**config.mk**
```make
export PLATFORM = sky130hd
export DESIGN_NAME = posit_byte_io_seq
export DESIGN_NICKNAME = d
export VERILOG_FILES = /design/src/rtl/posit_io_pkg.sv /design/src/rtl/byte_shift_reg.sv /design/src/rtl/posit_byte_io_seq.sv
export SDC_FILE = /design/constraint.sdc
export NUM_CORES = 1
export LEC_CHECK = 0
export CORE_UTILIZATION = 45
export CTS_CLUSTER_SIZE = 28
export DETAILED_ROUTE_END_ITERATION = 10
export DONT_BUFFER_PORTS = 1
export GPL_ROUTABILITY_DRIVEN = 0
export GPL_TIMING_DRIVEN = 1
export PLACE_DENSITY = 0.57
export SYNTH_ARGS = -nofsm -noshare
export SYNTH_HDL_FRONTEND = slang
export SYNTH_SLANG_ARGS = --single-unit
export TNS_END_PERCENT = 50
```
**constraint.sdc**
```tcl
create_clock -name i_clk -period 1.77 [get_ports i_clk]
set_input_delay 0.354 -clock i_clk [delete_from_list [all_inputs] [get_ports i_clk]]
set_output_delay 0.354 -clock i_clk [all_outputs]
set_load 0.01 [all_outputs]
```
**src/rtl/posit_io_pkg.sv**
```systemverilog
`default_nettype none
`timescale 1ns/1ps
// ============================================================================
// posit_io_pkg : shared types and helpers for the posit byte-serial I/O block
// Revision: 1.0
// ============================================================================
package posit_io_pkg;

   localparam int BYTE_W = 8;

   typedef enum logic [1:0] {
      LOAD_A = 2'd0,
      LOAD_B = 2'd1,
      CALC   = 2'd2,
      SEND   = 2'd3
   } state_t;

   function automatic int bytes_of(input int n);
      return n / BYTE_W;
   endfunction

endpackage
`default_nettype wire

```
**src/rtl/byte_shift_reg.sv**
```systemverilog
`default_nettype none
`timescale 1ns/1ps
// ============================================================================
// byte_shift_reg : N-bit register with byte shift-in/shift-out, parallel load
//                  and a flag marking the last byte position of a word
// Revision: 1.0
// ============================================================================
module byte_shift_reg
   import posit_io_pkg::*;
#(
   parameter int N = 16
)
(
   input  logic              clk,
   input  logic              rst,
   input  logic              i_shift_in,
   input  logic [BYTE_W-1:0] i_byte,
   input  logic              i_shift_out,
   input  logic              i_par_load,
   input  logic [N-1:0]      i_par_data,
   output logic [N-1:0]      o_word,
   output logic              o_last
);

   localparam int c_bytes = bytes_of(N);
   localparam int c_cnt_w = $clog2(c_bytes) + 1;
   localparam logic [c_cnt_w-1:0] c_cnt_last = c_cnt_w'(c_bytes - 1);

   logic [N-1:0]       r_word;
   logic [c_cnt_w-1:0] r_cnt;
   logic               w_last;
   logic [BYTE_W-1:0]  w_fill;

   assign w_last = (r_cnt == c_cnt_last);
   // Shift-out pushes zeros in behind; only the top byte is ever observed.
   assign w_fill = i_shift_in ? i_byte : {BYTE_W{1'b0}};

   always_ff @(posedge clk) begin
      if (rst) begin
         r_word <= '0;
         r_cnt  <= '0;
      end else if (i_par_load) begin
         r_word <= i_par_data;
         r_cnt  <= '0;
      end else if (i_shift_in || i_shift_out) begin
         r_word <= {r_word[N-BYTE_W-1:0], w_fill};
         r_cnt  <= w_last ? '0 : r_cnt + 1'b1;
      end
   end

   assign o_word = r_word;
   assign o_last = w_last;

endmodule
`default_nettype wire

```
**src/rtl/posit_byte_io_seq.sv**
```systemverilog
`default_nettype none
`timescale 1ns/1ps
// ============================================================================
// posit_byte_io_seq : collects two operands from a byte stream, waits for the
//                     add stage to settle, then streams the result back out
// Revision: 1.0
// ============================================================================
module posit_byte_io_seq
   import posit_io_pkg::*;
#(
   parameter int N           = 16,
   parameter int CALC_CYCLES = 1
)
(
   input  logic              i_clk,
   input  logic              i_rst,
   input  logic [BYTE_W-1:0] i_data,
   input  logic              i_valid,
   output logic              o_ready,
   output logic [BYTE_W-1:0] o_data,
   output logic              o_valid,
   input  logic              i_ready,
   output logic [N-1:0]      o_op_1,
   output logic [N-1:0]      o_op_2,
   input  logic [N-1:0]      i_res,
   output logic              o_busy
);

   localparam int c_settle_w = $clog2(CALC_CYCLES) + 1;
   localparam logic [c_settle_w-1:0] c_settle_last = c_settle_w'(CALC_CYCLES - 1);

   state_t                r_state;
   logic [c_settle_w-1:0] r_settle;
   logic                  r_ready;
   logic                  r_valid;
   logic                  r_busy;

   logic         w_accept;
   logic         w_op1_shift;
   logic         w_op2_shift;
   logic         w_op1_last;
   logic         w_op2_last;
   logic         w_res_load;
   logic         w_res_shift;
   logic         w_res_last;
   logic [N-1:0] w_res_word;

   // r_ready is only ever high in the two load states.
   assign w_accept    = i_valid && r_ready;
   assign w_op1_shift = w_accept && (r_state == LOAD_A);
   assign w_op2_shift = w_accept && (r_state == LOAD_B);
   assign w_res_load  = (r_state == CALC) && (r_settle == c_settle_last);
   assign w_res_shift = (r_state == SEND) && i_ready;

   byte_shift_reg #(.N(N)) u_op1 (
      .clk         (i_clk),
      .rst         (i_rst),
      .i_shift_in  (w_op1_shift),
      .i_byte      (i_data),
      .i_shift_out (1'b0),
      .i_par_load  (1'b0),
      .i_par_data  ({N{1'b0}}),
      .o_word      (o_op_1),
      .o_last      (w_op1_last)
   );

   byte_shift_reg #(.N(N)) u_op2 (
      .clk         (i_clk),
      .rst         (i_rst),
      .i_shift_in  (w_op2_shift),
      .i_byte      (i_data),
      .i_shift_out (1'b0),
      .i_par_load  (1'b0),
      .i_par_data  ({N{1'b0}}),
      .o_word      (o_op_2),
      .o_last      (w_op2_last)
   );

   byte_shift_reg #(.N(N)) u_res (
      .clk         (i_clk),
      .rst         (i_rst),
      .i_shift_in  (1'b0),
      .i_byte      ({BYTE_W{1'b0}}),
      .i_shift_out (w_res_shift),
      .i_par_load  (w_res_load),
      .i_par_data  (i_res),
      .o_word      (w_res_word),
      .o_last      (w_res_last)
   );

   always_ff @(posedge i_clk) begin
      if (i_rst) begin
         r_state  <= LOAD_A;
         r_settle <= '0;
         r_ready  <= 1'b1;
         r_valid  <= 1'b0;
         r_busy   <= 1'b0;
      end else begin
         case (r_state)
            LOAD_A: begin
               if (w_accept) begin
                  r_busy <= 1'b1;
               end
               if (w_op1_shift && w_op1_last) begin
                  r_state <= LOAD_B;
               end
            end
            LOAD_B: begin
               if (w_op2_shift && w_op2_last) begin
                  r_state  <= CALC;
                  r_ready  <= 1'b0;
                  r_settle <= '0;
               end
            end
            CALC: begin
               // Counter holds at its terminal value until the next CALC entry.
               if (r_settle == c_settle_last) begin
                  r_state <= SEND;
                  r_valid <= 1'b1;
               end else begin
                  r_settle <= r_settle + 1'b1;
               end
            end
            SEND: begin
               if (i_ready && w_res_last) begin
                  r_state <= LOAD_A;
                  r_valid <= 1'b0;
                  r_ready <= 1'b1;
                  r_busy  <= 1'b0;
               end
            end
            default: begin
               r_state <= LOAD_A;
            end
         endcase
      end
   end

   assign o_ready = r_ready;
   assign o_valid = r_valid;
   assign o_busy  = r_busy;
   assign o_data  = w_res_word[N-1 -: BYTE_W];

endmodule
`default_nettype wire

```
==> results of run 1 <==
registers in the layout, summed over array words and instances, names as in the netlist:
register,flops
u_op2.o_word,16
u_op2.r_cnt,2
o_ready,1
u_res.o_word,16
u_op1.r_cnt,2
o_valid,1
r_state,2
u_res.r_cnt,2
o_busy,1
u_op1.o_word,16
timing repair:
item	CTS	global route
setup endpoints to repair	0	1
buffers inserted	0	0
resized for setup	0	1
routing by layer:
metal | vias to the layer above | GRT usage | routed length, microns | share of wire
li1 | 936 | - | - | -
met1 | 832 | 0.243 | 2350 | 0.49
met2 | 54 | 0.255 | 2110 | 0.44
met3 | 2 | 0.0867 | 347 | 0.072
met4 | 0 | 0.0755 | 27 | 0.0056
met5 | - | 0 | 0 | 0
worst paths after layout:
path                                from                            to
max              r_state[1]$_SDFFE_PP0P_   u_op2.r_cnt[0]$_SDFFE_PP0P_
min                                i_rst  u_op2.o_word[0]$_SDFFE_PP0P_
max reg2reg      r_state[1]$_SDFFE_PP0P_   u_op2.r_cnt[0]$_SDFFE_PP0P_
min reg2reg  u_res.r_cnt[1]$_SDFFE_PP0P_   u_res.r_cnt[1]$_SDFFE_PP0P_
layout make-up:
type                       instances  area share
sequential                        59       0.460
multi-input combinational        195       0.402
clock buffer                       9      0.0482
tap                               70      0.0341
clock inverter                     7      0.0297
timing repair buffer               7      0.0205
inverter                           4     0.00585
per-stage QoR:
| step | utilization | hold WS [ns] | cells | area [sq um] | setup slack [ns] |
|---|---|---|---|---|---|
| floorplan | - | 0.407 | 286 | 2370 | 0.388 |
| global placement | 0.463 | 0.421 | 335 | 2370 | 0.174 |
| detailed placement | 0.463 | 0.419 | 335 | 2370 | 0.121 |
| CTS | 0.503 | 0.0668 | 351 | 2570 | 0.112 |
| global route | 0.503 | 0.0613 | 351 | 2570 | 0.0430 |
| finish | 0.503 | 0.0986 | 351 | 2570 | 0.199 |
placed cells by master (no fill, tap or decap), drive strengths merged:
| cell type | instances |
|---|---|
| and3 | 10 |
| a31oi | 1 |
| ha | 5 |
| o21bai | 1 |
| o311ai | 1 |
| bufinv | 1 |
| xor2 | 1 |
| clkbuf | 9 |
| xnor2 | 2 |
| a222oi | 1 |
| buf | 7 |
| a21oi | 45 |
| nand4b | 2 |
| nand2 | 75 |
| a21boi | 1 |
| nand3 | 2 |
| clkinvlp | 2 |
| mux2i | 2 |
| inv | 6 |
| nand2b | 5 |
| nand3b | 9 |
| o21ai | 4 |
| nor2 | 3 |
| nor3 | 9 |
| dfxtp | 59 |
| clkinv | 2 |
| a211oi | 8 |
| nor2b | 8 |
cells by family (layout without fill, tap and decap cells):
| kind of cell | count (synthesis) | in the layout | synth area share |
|---|---|---|---|
| AND/OR/NAND/NOR | 123 | 123 | 0.243 |
| AO/OA/AOI/OAI | 62 | 62 | 0.146 |
| XOR/XNOR | 3 | 3 | 0.0111 |
| multiplexers | 2 | 2 | 0.00844 |
| buffers and inverters | 32 | 27 | 0.0675 |
| adder cells (fa/ha/maj) | 5 | 5 | 0.0264 |
| flip-flops | 59 | 59 | 0.498 |
power by group through the flow:
stage               clock [uW]  sequential [uW]  combinational (uW)
floorplan                    0             1630                 599
CTS                       1260             1660                 615
global route              1330             1680                 699
detailed placement           0             1690                 614
global placement             0             1690                 608
finish                    1220             1660                 607
==> metrics, run 1 <==
status finished clean; internal power about 2400 uW; fin nets around 300; total power ~3500 uW; # diodes 0; CP Launch Type flip-flop; CTS tree done; FF/Latch Area between 0.001 and 0.0015 sq mm; DIE AREA between 0.005 and 0.006 sq mm; initial antenna violation count 0; Hold Path Stages 1; CP top delay family simple AND/OR/NAND/NOR gates; Setup crit end kind flip-flop; htree depth 3; DRC Markers 0; Post-synth EDFFs 0; core region area 0.00511 sq mm; Worst Setup Path Type flip-flop to flip-flop; RSZ-0062 raised after global routing no; GRT Util Overall 0.183; Reg clk slew, reported paths 0.07 ns; most common cell in the synthesized netlist nand2_1; critical path arrival 1.80 ns; Worst-Skew Late Latency about 0.33 ns; Cell Area, Synth around 0.0024 sq mm; CTS Hold Bufs 0; largest net degree at the start of global routing 62; pwr dens 1360 mW/mm^2; clk_skew 0.0107 ns; Pre-antenna DRT Iters 4; area leader, netlist dfxtp_1; Die Ht about 75 microns; CP bufs+invs 1; Comb pwr share 0.174; Syn Nets about 320; Seq/Total Area, Yosys 0.498; Top FF cell, synth dfxtp_1; Hold Crit Class input pin to flip-flop; root buffer cell clkbuf_8; I/O pin total 71; CP Max Fanout 18; warnings from Yosys 0; area grow syn2layout 8.28%; Iter 0 DRT Violations about 120; Fin. Hold Viols 0; WL/cell ~14 microns; area of the multi-input gates around 0.0010 sq mm; Leak around 0.00092 uW; Worst Tran Pin Value around 0.61 ns; post-synth top area share 0.498; die width 74.6 microns; vias in the first global route between 1,500 and 2,000; DRT Wirelength roughly 4800 microns; clock sinks 59; register-to-register setup slack between 0.15 and 0.2 ns; max-cap viol count 0; Yosys cell types 27; synth top area cells dfxtp_1 (50%), nand2_1 (12%), a21oi_1 (9.5%), buf_4 (2.8%), nand3b_1 (2.8%); top cells by count, synth nand2_1 (75), dfxtp_1 (59), a21oi_1 (45); Worst path max stage delay 0.57 ns; Clk network pwr share 0.350; CP required 1.99 ns; ANT nets after route 0; Period Utilization, post-route 0.887; DPL Wire Length roughly 3100 microns; Initial Utilization 0.464; share of cells above drive strength 1 0.0854; Rel. slew slack 0.596; total CTS buffers 9; number of port buffers 0; Sequential Power Share 0.475; remaining global-route overflow 0; Max Buffers Root-to-Sink 2; switching pwr roughly 1100 uW; Peak VDD IR roughly 690 uV; crit-path cells inv_1 -> ha_1 -> and3_1 -> xnor2_1 -> nor2_1; Syn Area/Cell around 8.3 sq um; first-pass GRT wire length between 7000 and 8000 microns; Fillers between 500 and 600; FF+latch count, synth between 50 and 60; via count between 1,500 and 2,000; depth of the most critical reg-to-reg path 5; Cell Rows 26; sw frac 0.310; Slew Limit Fails 0; Slowest-stage cell, CP and3_1; Via density 5.20; f_max approximately 640 MHz; Setup Viol. Count Final 0; Worst path depth 5; Syn Inst Count ~290; FFs w/ async S/R, synth 0; setup_tns 0 ns; post-layout min period around 1.6 ns
Power figures use the tool's default switching activity.
==> run 2, diff against run 1 <==
Settings changed: CORE_ASPECT_RATIO from default to 0.6.
==> run 2 against run 1 <==
Hold slack lost 0.015 ns; die area rose by 0.17%; sequential power hardly changed; clock skew is 0.0037 ns lower; sequential cell count stayed put; cell area up 0.54%; first-iteration DRC count is 19% lower; worst setup slack lost 0.046 ns; routed wire length is 3.7% higher; final cell count decreased by 1.1%; global-route usage rose by 0.80 points; critical path type unchanged; largest power group unchanged.
==> metrics, run 2 (synthesis gave the netlist of run 1 again) <==
critical path arrival 1.87 ns (+0.07 ns); highest metal used met4; # diodes 0 (unchanged); hold endpoint u_op2.o_word[1]$_SDFFE_PP0P_; reg2reg end r_state[0]$_SDFFE_PP0P_; Period Utilization, post-route 0.913 (+0.0261); GRT Util Overall 0.191 (+0.00800); DRT Wirelength 5020 microns (+3.7%); fin nets 309 (unchanged); Worst Setup Path Type flip-flop to flip-flop; CP Max Fanout 5 (-13); vias in the first global route 1,588 (+0.19%); Die Ht 58.2 microns (-22%); FF/Latch Area 0.00118 sq mm (unchanged); Worst-Skew Late Latency 0.33 ns (about the same); Max Buffers Root-to-Sink 2 (unchanged); Fin. Hold Viols 0 (unchanged); pwr dens 1400 mW/mm^2 (+3.6%); HP Start i_rst; RSZ-0062 raised after global routing no; Reg clk slew, reported paths 0.07 ns (about the same); depth of the most critical reg-to-reg path 4 (-1); initial antenna violation count 0 (unchanged); Initial Utilization 0.469 (+0.00483); htree depth 3 (unchanged); Worst Tran Pin Value 0.558 ns (-0.0475 ns); total CTS buffers 9 (unchanged); max-cap viol count 0 (unchanged); area of the multi-input gates 0.00103 sq mm (unchanged); share of cells above drive strength 1 0.0783 (-0.00712); post-layout min period 1.62 ns (+0.0461 ns); CP Launch Type flip-flop; Fillers 506 (-3.8%); WL/cell 14.5 microns (+4.9%); Cell Rows 20 (-23%); DIE AREA 0.00558 sq mm (+0.17%); core region area 0.00505 sq mm (-1.0%); root buffer cell clkbuf_8; clk_skew 0.00703 ns (-0.00371 ns); CTS tree done; Peak VDD IR 513 uV (-26%); Hold Path Stages 1 (unchanged); DRC Markers 0 (unchanged); number of port buffers 0 (unchanged); Rel. slew slack 0.628 (+0.0317); ANT nets after route 0 (unchanged); Via density 5.26 (+1.2%); Slew Limit Fails 0 (unchanged); Metal-1 WL 2580 microns (+9.8%); most frequent cells in the layout nand2_1 (75), dfxtp_1 (59), a21oi_1 (45), clkbuf_8 (10); # Post-CTS Setup Buffers 0 (unchanged); via count 1,824 (unchanged); Leak 0.000931 uW (+1.6%); Setup crit end kind flip-flop; reg-to-reg startpoint r_state[1]$_SDFFE_PP0P_; Setup Viol. Count Final 0 (unchanged); I/O pin total 71 (unchanged); first-pass GRT wire length 7850 microns (+3.7%); Pre-antenna DRT Iters 4 (unchanged); CTS Hold Bufs 0 (unchanged); DPL Wire Length 3300 microns (+5.2%); met3 WL 384 microns (+11%); die width 95.7 microns (+28%); commonest non-fill, non-tap cell in the layout nand2_1; f_max 619 MHz (-2.9%); Hold Crit Class input pin to flip-flop; met2 routed WL 2020 microns (-4.3%); status finished clean; CP required 2.02 ns (+0.03 ns); register-to-register setup slack 0.15 ns (-0.05 ns); area grow syn2layout 8.86%; Fin Hold WS 0.0839 ns (-0.0147 ns); remaining global-route overflow 0 (unchanged); largest net degree at the start of global routing 62 (unchanged); clock sinks 59 (unchanged); Iter 0 DRT Violations 93 (-19%); setup_tns 0 ns (unchanged)
[run 2: cell types whose count changed in the layout (fill, tap and decap cells not counted), sizes merged]
cell      previous run  this run
clkbuf               9        12
clkinvlp             2         0
inv                  6         4
bufinv               1         2
[run 2: final cells by class]
| type | count | share of cell area |
|---|---|---|
| inverter | 4 | 0.00581 |
| tap | 66 | 0.0320 |
| sequential | 59 | 0.457 |
| timing repair buffer | 7 | 0.0203 |
| clock inverter | 4 | 0.0286 |
| clock buffer | 12 | 0.0562 |
| multi-input combinational | 195 | 0.400 |
[run 2: how the worst max path moves through the flow]
| stage | from | endpoint | slack, ns | depth (start not counted) |
|---|---|---|---|---|
| final | r_state[1]$_SDFFE_PP0P_ | r_state[0]$_SDFFE_PP0P_ | 0.15 | 4 |
| after global placement | r_state[0]$_SDFFE_PP0P_ | o_busy$_SDFFE_PP0P_ | 0.18 | 5 |
| after CTS | r_state[0]$_SDFFE_PP0P_ | o_busy$_SDFFE_PP0P_ | 0.13 | 5 |
| after global routing | r_state[1]$_SDFFE_PP0P_ | r_state[0]$_SDFFE_PP0P_ | 0.02 | 4 |
| after detailed placement | r_state[0]$_SDFFE_PP0P_ | o_busy$_SDFFE_PP0P_ | 0.13 | 5 |
| after floorplan | r_state[0]$_SDFFE_PP0P_ | u_op1.o_word[12]$_SDFFE_PP0P_ | 0.39 | 7 |
[run 2: where the power goes]
part | leakage (uW) | total [uW] | internal [uW] | switching, uW
clock | 0.000111 | 1340 | 832 | 509
sequential | 0.000479 | 1660 | 1490 | 173
combinational | 0.000342 | 626 | 260 | 366
[run 2: critical path: stages (launching register included)]
cell and delay [ns]:
dfxtp_1 0.39, inv_1 0.10, ha_1 0.25, a222oi_1 0.56, mux2i_1 0.24
[run 2: layer usage]
metal,vias up,GRT usage
li1,931,-
met3,4,0.104
met4,0,0.0576
met2,49,0.242
met1,840,0.274
met5,-,0
[run 2: what timing repair did]
| item | CTS | global route |
|---|---|---|
| endpoints found under the hold margin | 0 | 0 |
| gates resized for setup | 0 | 1 |
| setup endpoints to repair | 0 | 2 |
[run 2: stage by stage]
step	util	area, sq um	cells	setup slack [ns]	power, uW
2_1_floorplan	-	2370	286	0.388	2230
3_3_place_gp	0.467	2360	331	0.185	2310
3_5_place_dp	0.467	2360	331	0.126	2320
4_1_cts	0.511	2580	347	0.127	3680
5_1_grt	0.511	2580	347	0.0209	3850
6_report	0.511	2580	347	0.153	3630
==> run 3, diff against run 2 <==
Settings changed: CAP_MARGIN from default to 20, CTS_BUF_LIST from default to sky130_fd_sc_hd__clkbuf_8 sky130_fd_sc_hd__clkbuf_16.
==> run 3 against run 2 <==
Core utilization is the same; clock skew about the same; worst setup slack about the same; routed wire length rose by 0.44%; first-iteration DRC count fell by 1.1%; total power is 0.39% lower; die area unchanged; largest power group unchanged; clock-buffer cell count fell by 2; clock power is essentially flat; hold slack better by 0.0031 ns; global-route usage stayed put; register-to-register slack hardly changed.
==> metrics, run 3 (synthesis gave the netlist of run 1 again) <==
Worst Tran Pin Value 0.558 ns (+0.000000656 ns); area grow syn2layout 8.86% (unchanged); depth of the most critical reg-to-reg path 4 (unchanged); remaining global-route overflow 0 (unchanged); Slew Limit Fails 0 (unchanged); clk_skew 0.00719 ns (+0.000160 ns); HP Start i_rst; root buffer cell clkbuf_8; die width 95.7 microns (unchanged); CP Launch Type flip-flop; clock sinks 59 (unchanged); pre-CTS setup slack 0.126 ns (unchanged); register-to-register setup slack 0.15 ns (about the same); Peak VDD IR 513 uV (about the same); GRT Util Overall 0.191 (unchanged); htree depth 3 (unchanged); CP Max Fanout 5 (unchanged); Via density 5.25 (-0.16%); Leak 0.000939 uW (+0.89%); Initial Utilization 0.469 (unchanged); core region area 0.00505 sq mm (unchanged); fin nets 309 (unchanged); Pre-antenna DRT Iters 4 (unchanged); Rel. slew slack 0.628 (about the same); setup_tns 0 ns (unchanged); max-cap viol count 0 (unchanged); Period Utilization, post-route 0.913 (about the same); initial antenna violation count 0 (unchanged); post-layout min period 1.62 ns (-0.000239 ns); Setup crit end kind flip-flop; ANT nets after route 0 (unchanged); Worst-Skew Late Latency 0.33 ns (about the same); Sequential Power Share 0.460 (+0.002); number of port buffers 0 (unchanged); reg2reg end r_state[0]$_SDFFE_PP0P_; Setup Viol. Count Final 0 (unchanged); Worst Setup Path Type flip-flop to flip-flop; pwr dens 1400 mW/mm^2 (-0.39%); Comb pwr share 0.174 (+0.002); reg-to-reg startpoint r_state[1]$_SDFFE_PP0P_; # diodes 0 (unchanged); critical path arrival 1.87 ns (about the same); status finished clean; Clk network pwr share 0.367 (-0.003); Max Buffers Root-to-Sink 2 (unchanged); Hold Path Stages 1 (unchanged); largest net degree at the start of global routing 62 (unchanged); CTS Hold Bufs 0 (unchanged); DRC Markers 0 (unchanged); Fillers 506 (unchanged); first-pass GRT wire length 7850 microns (unchanged); DRT Wirelength 5040 microns (+0.44%); most frequent cells in the layout nand2_1 (75), dfxtp_1 (59), a21oi_1 (45), clkbuf_8 (10); Hold Crit Class input pin to flip-flop; Cell Rows 20 (unchanged); Reg clk slew, reported paths 0.07 ns (about the same); Fin Hold WS 0.0869 ns (+0.00309 ns); switching pwr 1050 uW (-0.25%); internal power 2570 uW (-0.45%); WL/cell 14.5 microns (+0.44%); Die Ht 58.2 microns (unchanged); f_max 619 MHz (about the same); Fin. Hold Viols 0 (unchanged); hold endpoint u_op2.o_word[1]$_SDFFE_PP0P_; Iter 0 DRT Violations 92 (-1.1%); DIE AREA 0.00558 sq mm (unchanged); DPL Wire Length 3300 microns (unchanged); commonest non-fill, non-tap cell in the layout nand2_1; total CTS buffers 9 (unchanged); CTS tree done; via count 1,821 (-0.16%); vias in the first global route 1,588 (unchanged); sw frac 0.289 (+0.000414); CP required 2.02 ns (about the same); RSZ-0062 raised after global routing no; final worst slack 0.153 ns (+0.000239 ns); share of cells above drive strength 1 0.0783 (unchanged); I/O pin total 71 (unchanged)
run 3: power groups by stage:
stage / Clock (uW) / Combinational, uW / Sequential [uW]
2_1_floorplan: 0 / 599 / 1630
6_report: 1330 / 627 / 1660
3_5_place_dp: 0 / 628 / 1690
5_1_grt: 1440 / 715 / 1680
4_1_cts: 1370 / 630 / 1660
3_3_place_gp: 0 / 620 / 1690
run 3: how the worst max path moves through the flow:
stage | start | endpoint | cells after the start
6_report | r_state[1]$_SDFFE_PP0P_ | r_state[0]$_SDFFE_PP0P_ | 4
3_5_place_dp | r_state[0]$_SDFFE_PP0P_ | o_busy$_SDFFE_PP0P_ | 5
4_1_cts | r_state[0]$_SDFFE_PP0P_ | o_busy$_SDFFE_PP0P_ | 5
3_3_place_gp | r_state[0]$_SDFFE_PP0P_ | o_busy$_SDFFE_PP0P_ | 5
5_1_grt | r_state[1]$_SDFFE_PP0P_ | r_state[0]$_SDFFE_PP0P_ | 4
2_1_floorplan | r_state[0]$_SDFFE_PP0P_ | u_op1.o_word[12]$_SDFFE_PP0P_ | 7
run 3: cell type report:
cell class / count / area, sq um / share of cell area
clock buffer: 10 / 138 / 0.0533
sequential: 59 / 1180 / 0.457
multi-input combinational: 195 / 1030 / 0.400
timing repair buffer: 7 / 52.6 / 0.0203
inverter: 4 / 15.0 / 0.00581
tap: 66 / 82.6 / 0.0320
clock inverter: 6 / 81.3 / 0.0315
run 3: timing repair:
action / in CTS / in global routing
resized for setup: 0 / 1
setup buffers: 0 / 0
endpoints found under the setup margin: 0 / 2
hold endpoints to repair: 0 / 0
run 3: through the flow:
stage / power (uW) / cells / instance area (sq um) / utilization
6_report: 3610 / 347 / 2580 / 0.511
5_1_grt: 3840 / 347 / 2580 / 0.511
4_1_cts: 3660 / 347 / 2580 / 0.511
3_5_place_dp: 2320 / 331 / 2360 / 0.467
3_3_place_gp: 2310 / 331 / 2360 / 0.467
2_1_floorplan: 2230 / 286 / 2370 / -
run 3: critical path: stages, from the launching register on:
cell	delay, ns
dfxtp_1	0.39
inv_1	0.10
ha_1	0.25
a222oi_1	0.56
mux2i_1	0.24
run 3: layer usage:
layer	part of all wire	vias to the layer above	GRT usage
li1	-	933	-
met2	0.40	42	0.242
met5	0	-	0
met3	0.074	4	0.104
met1	0.52	842	0.274
met4	0.0058	0	0.0576
